**config.mk**
```make
export PLATFORM = sky130hd
export DESIGN_NAME = decoder_scan_sequencer_flat
export DESIGN_NICKNAME = d
export VERILOG_FILES = /design/src/rtl/decoder_scan_sequencer_pkg.sv /design/src/rtl/decoder_scan_sequencer_if.sv /design/src/rtl/decoder_scan_sequencer_dwell_counter.sv /design/src/rtl/decoder_scan_sequencer.sv /design/src/flat_wrapper.sv
export SDC_FILE = /design/constraint.sdc
export NUM_CORES = 1
export LEC_CHECK = 0
export CORE_UTILIZATION = 40
export CTS_CLUSTER_SIZE = 24
export DETAILED_ROUTE_END_ITERATION = 8
export PLACE_DENSITY = 0.67
export SLEW_MARGIN = 20
export SYNTH_ARGS = -nofsm -noshare
export SYNTH_HDL_FRONTEND = slang
export SYNTH_SLANG_ARGS = --single-unit
```
**constraint.sdc**
```tcl
create_clock -name clk -period 1.8 [get_ports clk]
set_input_delay 0.18 -clock clk [delete_from_list [all_inputs] [get_ports clk]]
set_output_delay 0.18 -clock clk [all_outputs]
set_load 0.01 [all_outputs]
```
**src/rtl/decoder_scan_sequencer_pkg.sv**
```systemverilog
// Shared definitions for the decoder scan sequencer: default widths,
// FSM state encodings and the wrapping index-increment helper.
// Optional feature macro used elsewhere in this slice: SCAN_LOOP_EN.
package decoder_scan_pkg;

    localparam int SEL_W_DEF   = 5;
    localparam int DWELL_W_DEF = 8;

    localparam logic [0:0] ST_IDLE = 1'b0;
    localparam logic [0:0] ST_SCAN = 1'b1;

    // Next index modulo 2**w; callers truncate the result to their width.
    function automatic logic [31:0] idx_next(input logic [31:0] idx, input int w);
        logic [31:0] mask;
        mask = (32'd1 << w) - 32'd1;
        return (idx + 32'd1) & mask;
    endfunction

endpackage

```
**src/rtl/decoder_scan_sequencer_if.sv**
```systemverilog
// Control/status bundle between a scan requester (master) and the
// decoder scan sequencer (slave). The loop request exists only when
// SCAN_LOOP_EN is defined.
interface decoder_scan_sequencer_if #(
    parameter int SEL_W   = 5,
    parameter int DWELL_W = 8
);
    logic               start;
    logic               abort;
    logic [SEL_W-1:0]   first_idx;
    logic [SEL_W-1:0]   last_idx;
    logic [DWELL_W-1:0] dwell;
`ifdef SCAN_LOOP_EN
    logic               loop;
`endif
    logic [SEL_W-1:0]   sel;
    logic               sel_en;
    logic               busy;
    logic               done;

`ifdef SCAN_LOOP_EN
    modport master (output start, abort, first_idx, last_idx, dwell, loop,
                    input  sel, sel_en, busy, done);
    modport slave  (input  start, abort, first_idx, last_idx, dwell, loop,
                    output sel, sel_en, busy, done);
`else
    modport master (output start, abort, first_idx, last_idx, dwell,
                    input  sel, sel_en, busy, done);
    modport slave  (input  start, abort, first_idx, last_idx, dwell,
                    output sel, sel_en, busy, done);
`endif
endinterface

```
**src/rtl/decoder_scan_sequencer_dwell_counter.sv**
```systemverilog
// Loadable down-counter that times how long each index is held.
// zero flags the final dwell cycle of the current index.
module scan_dwell_counter #(
    parameter int DWELL_W = 8
) (
    input  logic               clk,
    input  logic               rst_n,
    input  logic               load,
    input  logic [DWELL_W-1:0] load_val,
    input  logic               en,
    output logic               zero
);
    logic [DWELL_W-1:0] cnt_d, cnt_q;

    // Load has priority; otherwise count down and stop at zero.
    always_comb begin
        cnt_d = cnt_q;
        if (load) begin
            cnt_d = load_val;
        end else if (en && (cnt_q != '0)) begin
            cnt_d = cnt_q - 1'b1;
        end
    end

    // Counter register.
    always_ff @(posedge clk or negedge rst_n) begin
        if (!rst_n) begin
            cnt_q <= '0;
        end else begin
            cnt_q <= cnt_d;
        end
    end

    assign zero = (cnt_q == '0);
endmodule

```
**src/rtl/decoder_scan_sequencer.sv**
```systemverilog
// Decoder scan sequencer: sweeps sel from first_idx to last_idx (mod
// 2**SEL_W), holding each index dwell+1 cycles, then pulses done.
// Define SCAN_LOOP_EN to allow continuous rescans while loop is held.
module decoder_scan_sequencer
    import decoder_scan_pkg::*;
#(
    parameter int SEL_W   = SEL_W_DEF,
    parameter int DWELL_W = DWELL_W_DEF
) (
    input logic                    clk,
    input logic                    rst_n,
    decoder_scan_sequencer_if.slave bus
);
    logic [0:0]         state_d, state_q;
    logic [SEL_W-1:0]   sel_d, sel_q;
    logic               sel_en_d, sel_en_q;
    logic               busy_d, busy_q;
    logic               done_d, done_q;
    logic [SEL_W-1:0]   first_d, first_q;
    logic [SEL_W-1:0]   last_d, last_q;
    logic [DWELL_W-1:0] dwell_d, dwell_q;

    logic               cnt_load;
    logic [DWELL_W-1:0] cnt_load_val;
    logic               cnt_en;
    logic               cnt_zero;
    logic               rescan;

    scan_dwell_counter #(.DWELL_W(DWELL_W)) u_dwell (
        .clk      (clk),
        .rst_n    (rst_n),
        .load     (cnt_load),
        .load_val (cnt_load_val),
        .en       (cnt_en),
        .zero     (cnt_zero)
    );

    // Continuous-mode request, sampled live at the last index's final cycle.
`ifdef SCAN_LOOP_EN
    assign rescan = bus.loop;
`else
    assign rescan = 1'b0;
`endif

    // Scan FSM: start/abort handling, index stepping and completion.
    always_comb begin
        state_d      = state_q;
        sel_d        = sel_q;
        sel_en_d     = sel_en_q;
        busy_d       = busy_q;
        done_d       = 1'b0;
        first_d      = first_q;
        last_d       = last_q;
        dwell_d      = dwell_q;
        cnt_load     = 1'b0;
        cnt_load_val = dwell_q;
        cnt_en       = 1'b0;
        case (state_q)
            ST_IDLE: begin
                // abort wins over a simultaneous start
                if (bus.start && !bus.abort) begin
                    state_d      = ST_SCAN;
                    sel_d        = bus.first_idx;
                    sel_en_d     = 1'b1;
                    busy_d       = 1'b1;
                    first_d      = bus.first_idx;
                    last_d       = bus.last_idx;
                    dwell_d      = bus.dwell;
                    cnt_load     = 1'b1;
                    cnt_load_val = bus.dwell;
                end
            end
            default: begin
                if (bus.abort) begin
                    state_d  = ST_IDLE;
                    sel_en_d = 1'b0;
                    busy_d   = 1'b0;
                end else if (!cnt_zero) begin
                    cnt_en = 1'b1;
                end else if (sel_q != last_q) begin
                    sel_d    = SEL_W'(idx_next(32'(sel_q), SEL_W));
                    cnt_load = 1'b1;
                end else if (rescan) begin
                    // restart at the latched first index with no gap cycle
                    sel_d    = first_q;
                    cnt_load = 1'b1;
                end else begin
                    state_d  = ST_IDLE;
                    sel_en_d = 1'b0;
                    busy_d   = 1'b0;
                    done_d   = 1'b1;
                end
            end
        endcase
    end

    // Control and output registers; sel holds its value across IDLE.
    always_ff @(posedge clk or negedge rst_n) begin
        if (!rst_n) begin
            state_q  <= ST_IDLE;
            sel_q    <= '0;
            sel_en_q <= 1'b0;
            busy_q   <= 1'b0;
            done_q   <= 1'b0;
        end else begin
            state_q  <= state_d;
            sel_q    <= sel_d;
            sel_en_q <= sel_en_d;
            busy_q   <= busy_d;
            done_q   <= done_d;
        end
    end

    // Scan range and dwell captured on an accepted start.
    always_ff @(posedge clk) begin
        first_q <= first_d;
        last_q  <= last_d;
        dwell_q <= dwell_d;
    end

    assign bus.sel    = sel_q;
    assign bus.sel_en = sel_en_q;
    assign bus.busy   = busy_q;
    assign bus.done   = done_q;
endmodule
```
**src/flat_wrapper.sv**
```systemverilog
// flat-port wrapper written by rule: the top's interface ports become plain ports
module decoder_scan_sequencer_flat import decoder_scan_pkg::*;
#(
    parameter int SEL_W   = SEL_W_DEF,
    parameter int DWELL_W = DWELL_W_DEF
)
  (clk, rst_n, bus_start, bus_abort, bus_first_idx, bus_last_idx, bus_dwell, bus_sel, bus_sel_en, bus_busy, bus_done);
  decoder_scan_sequencer_if #(.SEL_W(SEL_W), .DWELL_W(DWELL_W)) bus_i ();
  input logic clk;
  input logic rst_n;
  input wire logic [$bits(bus_i.start)-1:0] bus_start;
  input wire logic [$bits(bus_i.abort)-1:0] bus_abort;
  input wire logic [$bits(bus_i.first_idx)-1:0] bus_first_idx;
  input wire logic [$bits(bus_i.last_idx)-1:0] bus_last_idx;
  input wire logic [$bits(bus_i.dwell)-1:0] bus_dwell;
  output wire logic [$bits(bus_i.sel)-1:0] bus_sel;
  output wire logic [$bits(bus_i.sel_en)-1:0] bus_sel_en;
  output wire logic [$bits(bus_i.busy)-1:0] bus_busy;
  output wire logic [$bits(bus_i.done)-1:0] bus_done;
  assign bus_i.start = bus_start;
  assign bus_i.abort = bus_abort;
  assign bus_i.first_idx = bus_first_idx;
  assign bus_i.last_idx = bus_last_idx;
  assign bus_i.dwell = bus_dwell;
  assign bus_sel = bus_i.sel;
  assign bus_sel_en = bus_i.sel_en;
  assign bus_busy = bus_i.busy;
  assign bus_done = bus_i.done;
  decoder_scan_sequencer #(.SEL_W(SEL_W), .DWELL_W(DWELL_W)) u_core (.clk(clk), .rst_n(rst_n), .bus(bus_i));
endmodule
```
==> impl_metrics.env <==
export IMPL_status="finished with violations"
export IMPL_cp_start_kind="register"
export IMPL_fin_skew_ns=0.008172
export IMPL_synth_top_family_by_area="compound AO/OA/AOI/OAI gates"
export IMPL_htree_levels=2
export IMPL_synth_compound_area_share_pct=15.84
export IMPL_ys_seq_area_share_pct=46.86
export IMPL_ys_warnings_count=0
export IMPL_nNetsFinal=234
export IMPL_overflow=0
export IMPL_ir_worst_vdd_uv=463.5
export IMPL_synthArstFlopShare_pct=55.17
export IMPL_setup_viol=1
export IMPL_io_pins=30
export IMPL_seq_area_sq_um=710.7
export IMPL_cp_max_fo=7
export IMPL_worst_pin_slew_ns=0.2838
export IMPL_hp_class="primary input to asynchronous set/reset pin"
export IMPL_worstReg2RegStart="u_core.u_dwell.cnt_q[1]"
export IMPL_core_area_sq_um=3661
export IMPL_muxShareOfSynthArea_pct=11.22
export IMPL_synth_distinct_cells=37
export IMPL_cts_tree="done"
export IMPL_layout_common_cells="31 x buf_4, 29 x clkdlybuf4s50_1, 16 x dfrtp_1, 10 x nor2_1, 9 x nand2_1"
export IMPL_hold_viol_final=0
export IMPL_avgSynthCellArea_sq_um=10.83
export IMPL_final_common_cell="buf_4"
export IMPL_drc=0
export IMPL_clock_path_buffers=2
export IMPL_holdBufCountCts=0
export IMPL_dpl_hpwl_mm=2.724
export IMPL_synth_xor_area_share_pct=2.888
export IMPL_numPortBuffers=29
export IMPL_path_clk_slew_ns=0.06
export IMPL_synth_cell_area_sq_um=1516
export IMPL_cts_sinks=29
export IMPL_arrival_ns=1.97
export IMPL_maxSlewHeadroom_pct=81.02
export IMPL_grt_pass1_vias=1315
export IMPL_viasPerCell=5.221
export IMPL_die_y_um=63.57
export IMPL_area_growth_pct=54.04
export IMPL_multiInputGateArea_sq_um=840.8
export IMPL_root_buffer="clkbuf_8"
export IMPL_grt_pass1_wl_mm=5.892
export IMPL_rr_worst_depth=7
export IMPL_reg2reg_setup_slack_ns=-0.007
export IMPL_place_ws_ns=-0.2874
export IMPL_drt_iter0_drc=68
export IMPL_path_cells="inv_2 > ha_4 > nor3b_4 > a41oi_4 > a21o_4 > mux2i_1 > a22oi_2"
export IMPL_critPathTopFamily="compound AO/OA/AOI/OAI gates"
export IMPL_slowest_stage="dfrtp_1"
export IMPL_initial_core_util_pct=41.42
export IMPL_synth_ff_latch_count=29
export IMPL_critPathCaptureType="register"
export IMPL_antenna_found_initial=0
export IMPL_synth_ff_type="dfrtp_1"
export IMPL_rsz0062_at_grt="yes"
export IMPL_synth_adder_area_share_pct=2.475
export IMPL_rr_endpoint="u_core.u_dwell.cnt_q[2]"
export IMPL_period_share_pct=100.4
export IMPL_p_per_area_nw_per_um2=1146
export IMPL_rows=22
export IMPL_critPathBufInv=1
export IMPL_cts_buffers=5
export IMPL_avgRoutedWirePerCell_um=15.15
export IMPL_path_class="register to register"
export IMPL_syn_nets=165
export IMPL_finalCriticalPeriod_ns=1.807
export IMPL_grtUsageTotal_pct=19.06
export IMPL_fill_cells=309
export IMPL_drt_pass1_iterations=4
export IMPL_die_area_sq_um=4041
export IMPL_postRouteAntennaNets=0
export IMPL_slew_violations=0
export IMPL_synthSimpleGateAreaFrac_pct=14.69
export IMPL_grt_max_degree=17
export IMPL_cellLeakagePower_nw=0.9949
export IMPL_gp_congestion=0.8867
export IMPL_vias=1347
export IMPL_fmax_ghz=0.5533
export IMPL_n_antenna_cell=0
export IMPL_syn_inst=140
export IMPL_required_ns=1.96
export IMPL_drv_cap=0
export IMPL_violations="negative setup slack"
export IMPL_setup_ws_ns=-0.007452
export IMPL_insertion_delay_ns=0.28
export IMPL_drt_wl_total_mm=3.908
export IMPL_total_power_w=0.002676
export IMPL_synth_edf_count=5
export IMPL_critPathMaxStageDelay_ns=0.40
export IMPL_drive_above_1_share_pct=39.52
export IMPL_die_w_um=63.57
## cell usage after synthesis, types with 2 or more instances
master      n  area (sq um)
dfxtp_1     8         160.2
a2bb2oi_1   4         35.03
dfrtp_1    16         400.4
nand3_1     6         30.03
a22oi_2     2         25.02
inv_1       9         33.78
o31ai_1     2         15.01
buf_6       3         33.78
a221oi_1    2         17.52
nor2_1     12         45.04
nand2_1    10         37.54
buf_2       2         10.01
nand4_1     3         18.77
o21ai_0     6         30.03
ha_1        3         37.54
a31o_2      2         17.52
mux2i_1     8         80.08
xnor2_1     5         43.79
edfxtp_1    5         150.1
a21oi_1     8         40.04
mux2_2      8         90.09
## flip-flops by register name (all words and copies together), names as in the netlist
register / flops
u_core.bus.sel_en: 1
u_core.bus.sel: 5
u_core.last_q: 5
u_core.bus.done: 1
u_core.dwell_q: 8
u_core.state_q: 1
u_core.u_dwell.cnt_q: 8
## area by class of cell
class | instances | share of cell area, %
inverters | 10 | 1.714
repair buffers | 67 | 25.76
multi-input cells | 96 | 35.99
well taps | 48 | 2.571
flip-flops and latches | 29 | 30.42
clock inverters | 2 | 0.4285
clock buffers | 6 | 3.107
## metal layers
metal  vias to the layer above  wire, um  global-route usage, %
li1                        648         -                      -
met1                       658      1684                  22.95
met2                        34      1959                  31.78
met3                         7       164                  4.348
met4                         0       100                  9.091
met5                         -         0                      0
## cells by family (layout without fill, tap and decap cells)
family / count (synthesis) / after routing
flops: 29 / 29
simple gates: 40 / 40
xor+xnor: 5 / 5
mux: 16 / 16
buf+inv: 16 / 85
compound gates: 31 / 32
fa+ha+maj: 3 / 3
## where the power goes
group	switching, W	internal (W)
Clock	0.000248	0.000267
Combinational	0.000555	0.000654
Sequential	0.000126	0.000826
## timing repair
action / in CTS / in global routing
resized for setup: 12 / 23
setup endpoints to repair: 13 / 14
cloned: 0 / 1
pin swaps: 1 / 9
setup buffers: 4 / 2
## how the worst max path moves through the flow
stage / depth (start not counted) / endpoint / slack [ns] / start
detailed placement: 6 / u_core.u_dwell.cnt_q[2] / -0.29 / bus_abort
global placement: 6 / u_core.bus.sel[4] / -0.18 / bus_abort
CTS: 8 / u_core.u_dwell.cnt_q[2] / -0.01 / u_core.u_dwell.cnt_q[5]
floorplan: 7 / u_core.u_dwell.cnt_q[2] / 0.03 / u_core.bus.sel[2]
global route: 8 / u_core.bus.sel[4] / -0.09 / u_core.u_dwell.cnt_q[0]
finish: 7 / u_core.u_dwell.cnt_q[2] / -0.007 / u_core.u_dwell.cnt_q[1]
## metrics by stage
stage,cells,utilization [%],instance area (sq um),TNS [ns],hold WS [ns]
final,258,63.81,2336,-0.007452,0.2401
after global routing,258,63.81,2336,-0.6009,0.2483
after CTS,256,61.00,2233,-0.01056,0.2442
after detailed placement,245,56.70,2076,-2.590,0.4661
after global placement,245,56.70,2076,-1.604,0.4598
after floorplan,140,-,1521,0,-0.1156
(Power assumes the default switching activity.)
